### config.mk
export PLATFORM = sky130hd
export DESIGN_NAME = servo_instr_sequencer
export DESIGN_NICKNAME = d
export VERILOG_FILES = /design/src/rtl/servo_instr_sequencer.sv
export SDC_FILE = /design/constraint.sdc
export NUM_CORES = 1
export LEC_CHECK = 0
export CELL_PAD_IN_SITES_DETAIL_PLACEMENT = 2
export CELL_PAD_IN_SITES_GLOBAL_PLACEMENT = 2
export CORE_MARGIN = 5
export CORE_UTILIZATION = 25
export CTS_CLUSTER_DIAMETER = 50
export CTS_CLUSTER_SIZE = 24
export DETAILED_ROUTE_END_ITERATION = 10
export GPL_ROUTABILITY_DRIVEN = 1
export PLACE_DENSITY = 0.71
export SLEW_MARGIN = 30
export SYNTH_ARGS = -nofsm -noshare
export SYNTH_HDL_FRONTEND = slang
export SYNTH_SLANG_ARGS = --single-unit
export TNS_END_PERCENT = 10
### constraint.sdc
create_clock -name clk -period 4.4 [get_ports clk]
set_clock_uncertainty 0.2 [all_clocks]
set_input_delay 1.32 -clock clk [delete_from_list [all_inputs] [get_ports clk]]
set_output_delay 1.32 -clock clk [all_outputs]
set_load 0.01 [all_outputs]
### src/rtl/servo_instr_sequencer.sv
// Servo instruction sequencer: clears the serial receiver between frames, dispatches
// each completed 10-bit instruction to one of four clamped position registers.

module servo_pos_reg #(
    parameter logic [7:0] POS_RESET = 8'd128
) (
    input  logic       clk,
    input  logic       reset,
    input  logic       wr,
    input  logic [7:0] din,
    output logic [7:0] pos,
    output logic       upd
);
    always_ff @(posedge clk) begin
        if (!reset) begin
            pos <= POS_RESET;
            upd <= 1'b0;
        end else begin
            upd <= wr;
            if (wr) pos <= din;
        end
    end
endmodule

module servo_instr_sequencer #(
    parameter int         CLEAR_CYCLES   = 4,
    parameter int         TIMEOUT_CYCLES = 50000,
    parameter logic [7:0] POS_MIN        = 8'd16,
    parameter logic [7:0] POS_MAX        = 8'd240,
    parameter logic [7:0] POS_RESET      = 8'd128
) (
    input  logic       clk,
    input  logic       reset,
    input  logic       enable,
    input  logic       instr_ready,
    input  logic [9:0] instr,
    input  logic [1:0] rx_state,
    output logic       rx_clear,
    output logic [7:0] pos0,
    output logic [7:0] pos1,
    output logic [7:0] pos2,
    output logic [7:0] pos3,
    output logic [3:0] chan_update,
    output logic [7:0] error_count
);
    localparam int NUM_CH = 4;
    localparam int CW     = $clog2(CLEAR_CYCLES + 1);
    localparam int TW     = $clog2(TIMEOUT_CYCLES + 1);
    localparam logic [CW-1:0] CLR_LAST = CW'(CLEAR_CYCLES - 1);
    localparam logic [TW-1:0] TO_LAST  = TW'(TIMEOUT_CYCLES - 1);

    typedef enum logic [2:0] {S_CLEAR, S_WAIT, S_LATCH, S_APPLY, S_ERR} state_t;

    state_t                   state, state_nxt;
    logic [CW-1:0]            clr_cnt;
    logic [TW-1:0]            tcnt;
    logic                     frame_active;
    logic [1:0]               prev_rx;
    logic [1:0]               lat_ch;
    logic [7:0]               lat_pos;
    logic [7:0]               clamped;
    logic [NUM_CH-1:0]        wr;
    logic [NUM_CH-1:0]        upd;
    logic [NUM_CH-1:0][7:0]   pos_q;

    always_comb begin
        clamped = instr[7:0];
        if (instr[7:0] < POS_MIN)      clamped = POS_MIN;
        else if (instr[7:0] > POS_MAX) clamped = POS_MAX;
    end

    always_ff @(posedge clk) begin
        if (!reset) state <= S_CLEAR;
        else        state <= state_nxt;
    end

    // A completed frame beats a coincident timeout; a held frame never aborts.
    always_comb begin
        state_nxt = state;
        case (state)
            S_CLEAR: if (clr_cnt == CLR_LAST) state_nxt = S_WAIT;
            S_WAIT: begin
                if (instr_ready) begin
                    if (enable) state_nxt = S_LATCH;
                end else if (frame_active && tcnt == TO_LAST) begin
                    state_nxt = S_ERR;
                end
            end
            S_LATCH: state_nxt = S_APPLY;
            S_APPLY: state_nxt = S_CLEAR;
            S_ERR:   state_nxt = S_CLEAR;
            default: state_nxt = S_CLEAR;
        endcase
    end

    always_ff @(posedge clk) begin
        if (!reset) begin
            clr_cnt      <= '0;
            tcnt         <= '0;
            frame_active <= 1'b0;
            prev_rx      <= 2'd0;
            rx_clear     <= 1'b1;
            error_count  <= 8'd0;
            lat_ch       <= 2'd0;
            lat_pos      <= 8'd0;
        end else begin
            rx_clear <= (state_nxt == S_CLEAR);
            prev_rx  <= rx_state;
            case (state)
                S_CLEAR: begin
                    clr_cnt      <= (clr_cnt == CLR_LAST) ? '0 : clr_cnt + CW'(1);
                    frame_active <= 1'b0;
                    tcnt         <= '0;
                end
                S_WAIT: begin
                    if (!instr_ready) begin
                        if (rx_state != 2'd0) frame_active <= 1'b1;
                        if (rx_state != prev_rx)  tcnt <= '0;
                        else if (frame_active)    tcnt <= tcnt + TW'(1);
                    end
                end
                S_LATCH: begin
                    lat_ch  <= instr[9:8];
                    lat_pos <= clamped;
                end
                S_ERR: if (error_count != 8'hFF) error_count <= error_count + 8'd1;
                default: ;
            endcase
        end
    end

    always_comb begin
        wr = '0;
        if (state == S_APPLY) wr[lat_ch] = 1'b1;
    end

    for (genvar g = 0; g < NUM_CH; g++) begin : g_ch
        servo_pos_reg #(.POS_RESET(POS_RESET)) u_pos (
            .clk   (clk),
            .reset (reset),
            .wr    (wr[g]),
            .din   (lat_pos),
            .pos   (pos_q[g]),
            .upd   (upd[g])
        );
    end

    assign chan_update = upd;
    assign pos0 = pos_q[0];
    assign pos1 = pos_q[1];
    assign pos2 = pos_q[2];
    assign pos3 = pos_q[3];
endmodule

# After elaboration in Yosys (flattened, before gate mapping)
# Cells that the tools add are included.
[word_totals]
regBits = 80
latch_bits = 0
mem_bits_rw = 0
mem_bits_ro = 0
in_bits = 16
out_inout_bits = 45
elab_cells = 62
mem_count = 0
[classes]
n_addsub = 3
n_mul = 0
div = 0
magnitude_cmp = 4
n_eq_ne = 11
shift = 0
n_mux = 18
bitwise_logic = 0
reduce_logical = 9
[ops]
columns = ["cell", "count"]
rows = [
  ["$mux 16", 3],
  ["$pmux 16 s2", 1],
  ["$add 16x1->16 const B", 1],
  ["$eq 16x16->1 const B", 1],
  ["$mux 8", 2],
  ["$mux 3", 5],
  ["$eq 3x2->1 const B", 3],
  ["$pmux 3 s3", 1],
  ["$add 8x1->8 const B", 1],
  ["$gt 8x8->1 const B", 1],
  ["$lt 8x5->1 const B", 1],
  ["$ne 8x8->1 const B", 1],
  ["$logic_not 3->1", 2],
  ["$reduce_and 3->1", 2],
  ["$mux 4", 1],
  ["$ne 2x2->1 const B", 2],
  ["$reduce_bool 2->1", 2],
  ["$add 3x1->3 const B", 1],
  ["$eq 3x1->1 const B", 1],
  ["$eq 3x3->1 const B", 1],
  ["$lt 2x3->1 const B", 1],
  ["$mux 1", 3],
  ["$ne 3x3->1 const B", 1],
  ["$demux 1 s2", 1],
  ["5 further kinds", 6],
]

# Depth between registers and ports, before layout
[logic_depth]
word_depth = 6
ltp_mapped = 6
ltp_nobuf = 5

# Hierarchy
# From an unflattened synthesis, not the netlist that was laid out.
[unflattened]
hier_cells = 354
area_unflattened_um2 = 3480.8
[modules_own_cells]
columns = ["mod", "instances", "cells_each", "area_per_inst_um2", "seq_area_each_um2"]
rows = [
  ["servo_instr_sequencer", 1, 246, 2174.6, 880.8],
  ["servo_pos_reg", 4, 27, 326.6, 180.2],
]

# Worst setup path before layout
# Ideal clock, no wire load.
[synth_path]
kind = "input-to-reg"
start = "in rx_state[0]"
end = "reg tcnt[12]"
setup_ps = 92
t_arrival_ps = 2411
slack_ps = 1697
stages = 4
path_buffers = 0
path_cell_list = "xor2_2 and4bb_2 or3b_2 o32ai_1"
[synth_between]
elab_chain_cells = 4
word_cells_on_any_way = 6
classes_between = "eq/ne (2); mux (3); reduce/logical (1)"
[synth_lines]
columns = ["item", "line_no", "text"]
rows = [
  ["start, declared", "37", "input logic [1:0] rx_state,"],
  ["$ne 2x2->1 *", "118", "if (rx_state != prev_rx) tcnt <= '0;"],
  ["$mux 16", "118", ""],
  ["$mux 16", "116", "if (!instr_ready) begin"],
  ["$pmux 16 s2", "109", "case (state)"],
  ["end signal, assigned", "119", "else if (frame_active) tcnt <= tcnt + TW'(1);"],
  ["end, declared", "56", "logic [TW-1:0] tcnt;"],
]
# Every way passes the cells marked *; elsewhere a longest branch is shown, timed or not. The select of a mux whose other input is x is not followed.
# A chain may end at the register's enable or synchronous reset.

# Worst setup path in the final report
[layout_path]
start = "in instr_ready"
end = "reg tcnt[12]"
[layout_between]
elab_chain_cells = 2
[layout_lines]
columns = ["item", "line_no", "text"]
rows = [
  ["start, declared", "35", "input logic instr_ready,"],
  ["$ne 2x2->1 (no source line)", "--", ""],
  ["$reduce_and 3->1 (no source line)", "--", ""],
]
# No other way between the ends.

==> summary.md <==
| Metric | Value |
|---|---|
| Antenna violations before repair | 0 |
| Crit path max-delay family | compound AO/OA/AOI/OAI gates |
| Post-synthesis to final-layout area growth | 31.97% |
| Net total in the final layout | 435 |
| Most frequently used flop master after synthesis | dfxtp_1 |
| Number of pins exceeding their max-slew limit in the final report | 0 |
| Setup TNS after final layout | 0 ps |
| Post-detailed-route DRC marker count | 0 |
| Commonest non-fill, non-tap cell in the layout | dfxtp_1 |
| DRC violation total after the first TritonRoute iteration | 98 |
| Detailed-routing iteration count for the pre-antenna-repair pass | 4 |
| Post-CTS repair timing setup buffer count | 0 |
| Required time of the critical path | 4450 ps |
| Maximum operating frequency | between 0.3 and 0.4 GHz |
| Max Buffers Root-to-Sink | 2 |
| Leakage power figure | approximately 1.6 nW |
| Sw Share | about 24% |
| Vias | 2,924 |
| Number of primary I/O pins | 61 |
| Cell-internal power | 1.296 mW |
| Chip Height | between 100 and 150 um |
| Count of buffers from port buffering | 60 |
| Max transition margin | 34.89% |
| Finish-stage setup viols | 0 |
| Most frequent cells in the layout | dfxtp_1, clkdlybuf4s50_1, nor2_1 |
| Share of the clock period used by the worst path after layout | roughly three quarters |
| Vias in the first global route | approximately 3,300 |
| Post-Syn Nets | about 380 |
| Global-route wire length before repair | 16.90 mm |
| Final Hold Violating Endpoints | 0 |
| Max Cap Viol | 0 |
| Worst min-delay path category | reg -> reg |
| Syn_area_per_cell | 9.353 um^2 |
| Portion of total power attributed to sequential cells | between 40% and 50% |
| TritonCTS clock tree | built |
| Post-synth EDFFs | 0 |
| Critical setup path kind | in -> reg |
| Share of synthesized area occupied by flip-flops and latches | 47.30% |
| Effective utilization at floorplan | between 20 and 30% |
| Delay of the slowest cell on the worst path | 540 ps |
| Outcome | complete, no violations |
| CTS-repair resized insts | 0 |
| Number of buffers added to fix hold violations after cts | 0 |
| Final GP Congestion | 0.7309 |
| CP Data Arrival Time | around 3300 ps |
| Tightest Pin Transition | approximately 970 ps |
| Place WS | between 800 and 900 ps |
| Critical Path Fanout Max | 11 |
| Width of the chip | 126.4 um |
| Worst path cell trace | clkdlybuf4s50_1 > a211oi_4 > o31ai_1 > buf_4 > or3b_2 > o32ai_1 |
| Syn Inst Count | about 360 |
| N_diodes | 0 |
| Drt total wl | around 10 mm |
| Clock period minus final worst setup slack | approximately 3200 ps |
| FF+latch count, synth | 80 |
| Worst-path clk slew | around 70 ps |
| Sum of buffers and inverters on the critical path | 2 |
| Congestion Overflow GR | 0 |
| Pin count of the biggest net entering global routing | 52 |
| Cell Area, Synth | between 0.003 and 0.004 mm^2 |
| Critical Path End Type | flip-flop |
| Vias per std cell | roughly 4.9 |
| Total CTS buffers | 9 |
| Net switching power figure | ~0.42 mW |
| Worst-skew pair later-pin latency | ~350 ps |
| Final HPWL DP | 7.394 mm |
| Sink Count | 80 |
| Synth warnings | 0 |
| Total GRT Usage | a little over an eighth |
| Full die area | 0.01597 mm^2 |
| Slowest cell on the critical path | clkdlybuf4s50_1 |
| Average routed wire per standard cell | approximately 17 um |
| H-tree depth reported by CTS | 3 |
| Floorplan Core Area | about 0.013 mm^2 |
| Total design power | approximately 1.7 mW |
| Power share of the combinational group | under 10% |
| Synth async-reset ratio | 0% |
| Setup slack after layout | 1186 ps |
| Number of unique standard cell types used by synthesis | 52 |
| Share of cells above drive strength 1 | about 7.4% |
| Cell chosen for the clock root | clkbuf_16 |
| Post-detailed-route count of antenna-violating nets | 0 |
| Clock network fraction of design power | about 49% |
| Max rail drop VDD | 157.6 uV |
| RSZ-0062 raised after global routing | no |
| P per Cell Area | around 380 mW/mm^2 |
| Number of rows in the core area | 42 |
| Critical path launch point type | primary input |
## synth_stat cells (4+ instances only)
| library cell | instances | area [um^2] |
|---|---|---|
| a22oi_1 | 4 | 30.03 |
| o31ai_1 | 6 | 45.04 |
| nand3_1 | 9 | 45.04 |
| nor3_1 | 6 | 30.03 |
| a21oi_1 | 20 | 100.1 |
| o21ai_0 | 9 | 45.04 |
| nor2_1 | 51 | 191.4 |
| mux2i_1 | 35 | 350.3 |
| or3_1 | 5 | 31.28 |
| buf_4 | 4 | 30.03 |
| inv_1 | 4 | 15.01 |
| nand2b_1 | 6 | 37.54 |
| or4_1 | 4 | 30.03 |
| dfxtp_1 | 80 | 1602 |
| and4_1 | 6 | 52.55 |
| clkbuf_1 | 7 | 26.28 |
| buf_2 | 9 | 45.04 |
| and2_1 | 6 | 37.54 |
| nand4_1 | 5 | 31.28 |
| nand2_1 | 30 | 112.6 |
## logic make-up (layout without fill, tap and decap cells)
| family | Yosys count | in the layout | share of synthesized area, % |
|---|---|---|---|
| buf+inv | 26 | 85 | 3.658 |
| simple gates | 152 | 152 | 23.61 |
| flops | 80 | 80 | 47.30 |
| xor+xnor | 7 | 7 | 2.254 |
| mux | 35 | 35 | 10.35 |
| fa+ha+maj | 3 | 3 | 1.109 |
| compound gates | 59 | 59 | 11.72 |
## registers in the layout (all words and copies together) (netlist names)
name and flops:
clr_cnt 3, error_count 8, frame_active 1, g_ch.u_pos.pos 32, g_ch.u_pos.upd 4, lat_ch 2
lat_pos 8, prev_rx 2, rx_clear 1, state 3, tcnt 16
## per-stage QoR
stage,utilization (%),instances,hold slack [ps],area [um^2]
after floorplan,-,362,212.3,3386
after global placement,31.24,581,221.7,4136
after detailed placement,31.24,581,241.7,4136
after CTS,33.74,597,253.6,4468
after global routing,33.74,597,267.8,4468
final,33.74,597,249.5,4468
## path summary, 6_finish.rpt
check | start | to | slack, ps | cells after the start
setup / recovery | instr_ready | tcnt[12]$_SDFFE_PN0P_ | 1190 | 6
hold / removal | clr_cnt[2]$_SDFFE_PN0P_ | clr_cnt[2]$_SDFFE_PN0P_ | 250 | 2
setup reg to reg | state[0]$_SDFF_PN0_ | g_ch[0].u_pos.pos[5]$_SDFFE_PN0P_ | 1900 | 4
hold reg to reg | clr_cnt[2]$_SDFFE_PN0P_ | clr_cnt[2]$_SDFFE_PN0P_ | 250 | 2
## routing by layer
layer | wire, um | GRT usage (%) | vias to the layer above
li1 | - | - | 1402
met1 | 4343 | 15.06 | 1462
met2 | 5132 | 22.79 | 46
met3 | 626 | 5.086 | 14
met4 | 173 | 5.110 | 0
met5 | 0 | 0 | -
## worst reg2reg max path: cells and delay by family (launching register included)
kind / cells / cell delay (ps)
and+or+nand+nor: 3 / 1180
DFF: 1 / 680
muxes: 1 / 300
## cell type report
| cell class | count | area (um^2) |
|---|---|---|
| fillers | 1491 | 8775 |
| well taps | 176 | 220.2 |
| multi-input cells | 256 | 1665 |
| clock buffers | 9 | 225.2 |
| clock inverters | 7 | 106.4 |
| flip-flops and latches | 80 | 1602 |
| repair buffers | 64 | 630.6 |
| inverters | 5 | 18.77 |
## power by group through the flow
stage / sequential [mW] / clock, mW / combinational, mW
2_1_floorplan: 0.766 / 0 / 0.0718
3_3_place_gp: 0.773 / 0 / 0.108
3_5_place_dp: 0.775 / 0 / 0.112
4_1_cts: 0.758 / 0.868 / 0.113
5_1_grt: 0.760 / 0.905 / 0.123
6_report: 0.758 / 0.847 / 0.111
Power figures use the tool's default switching activity.
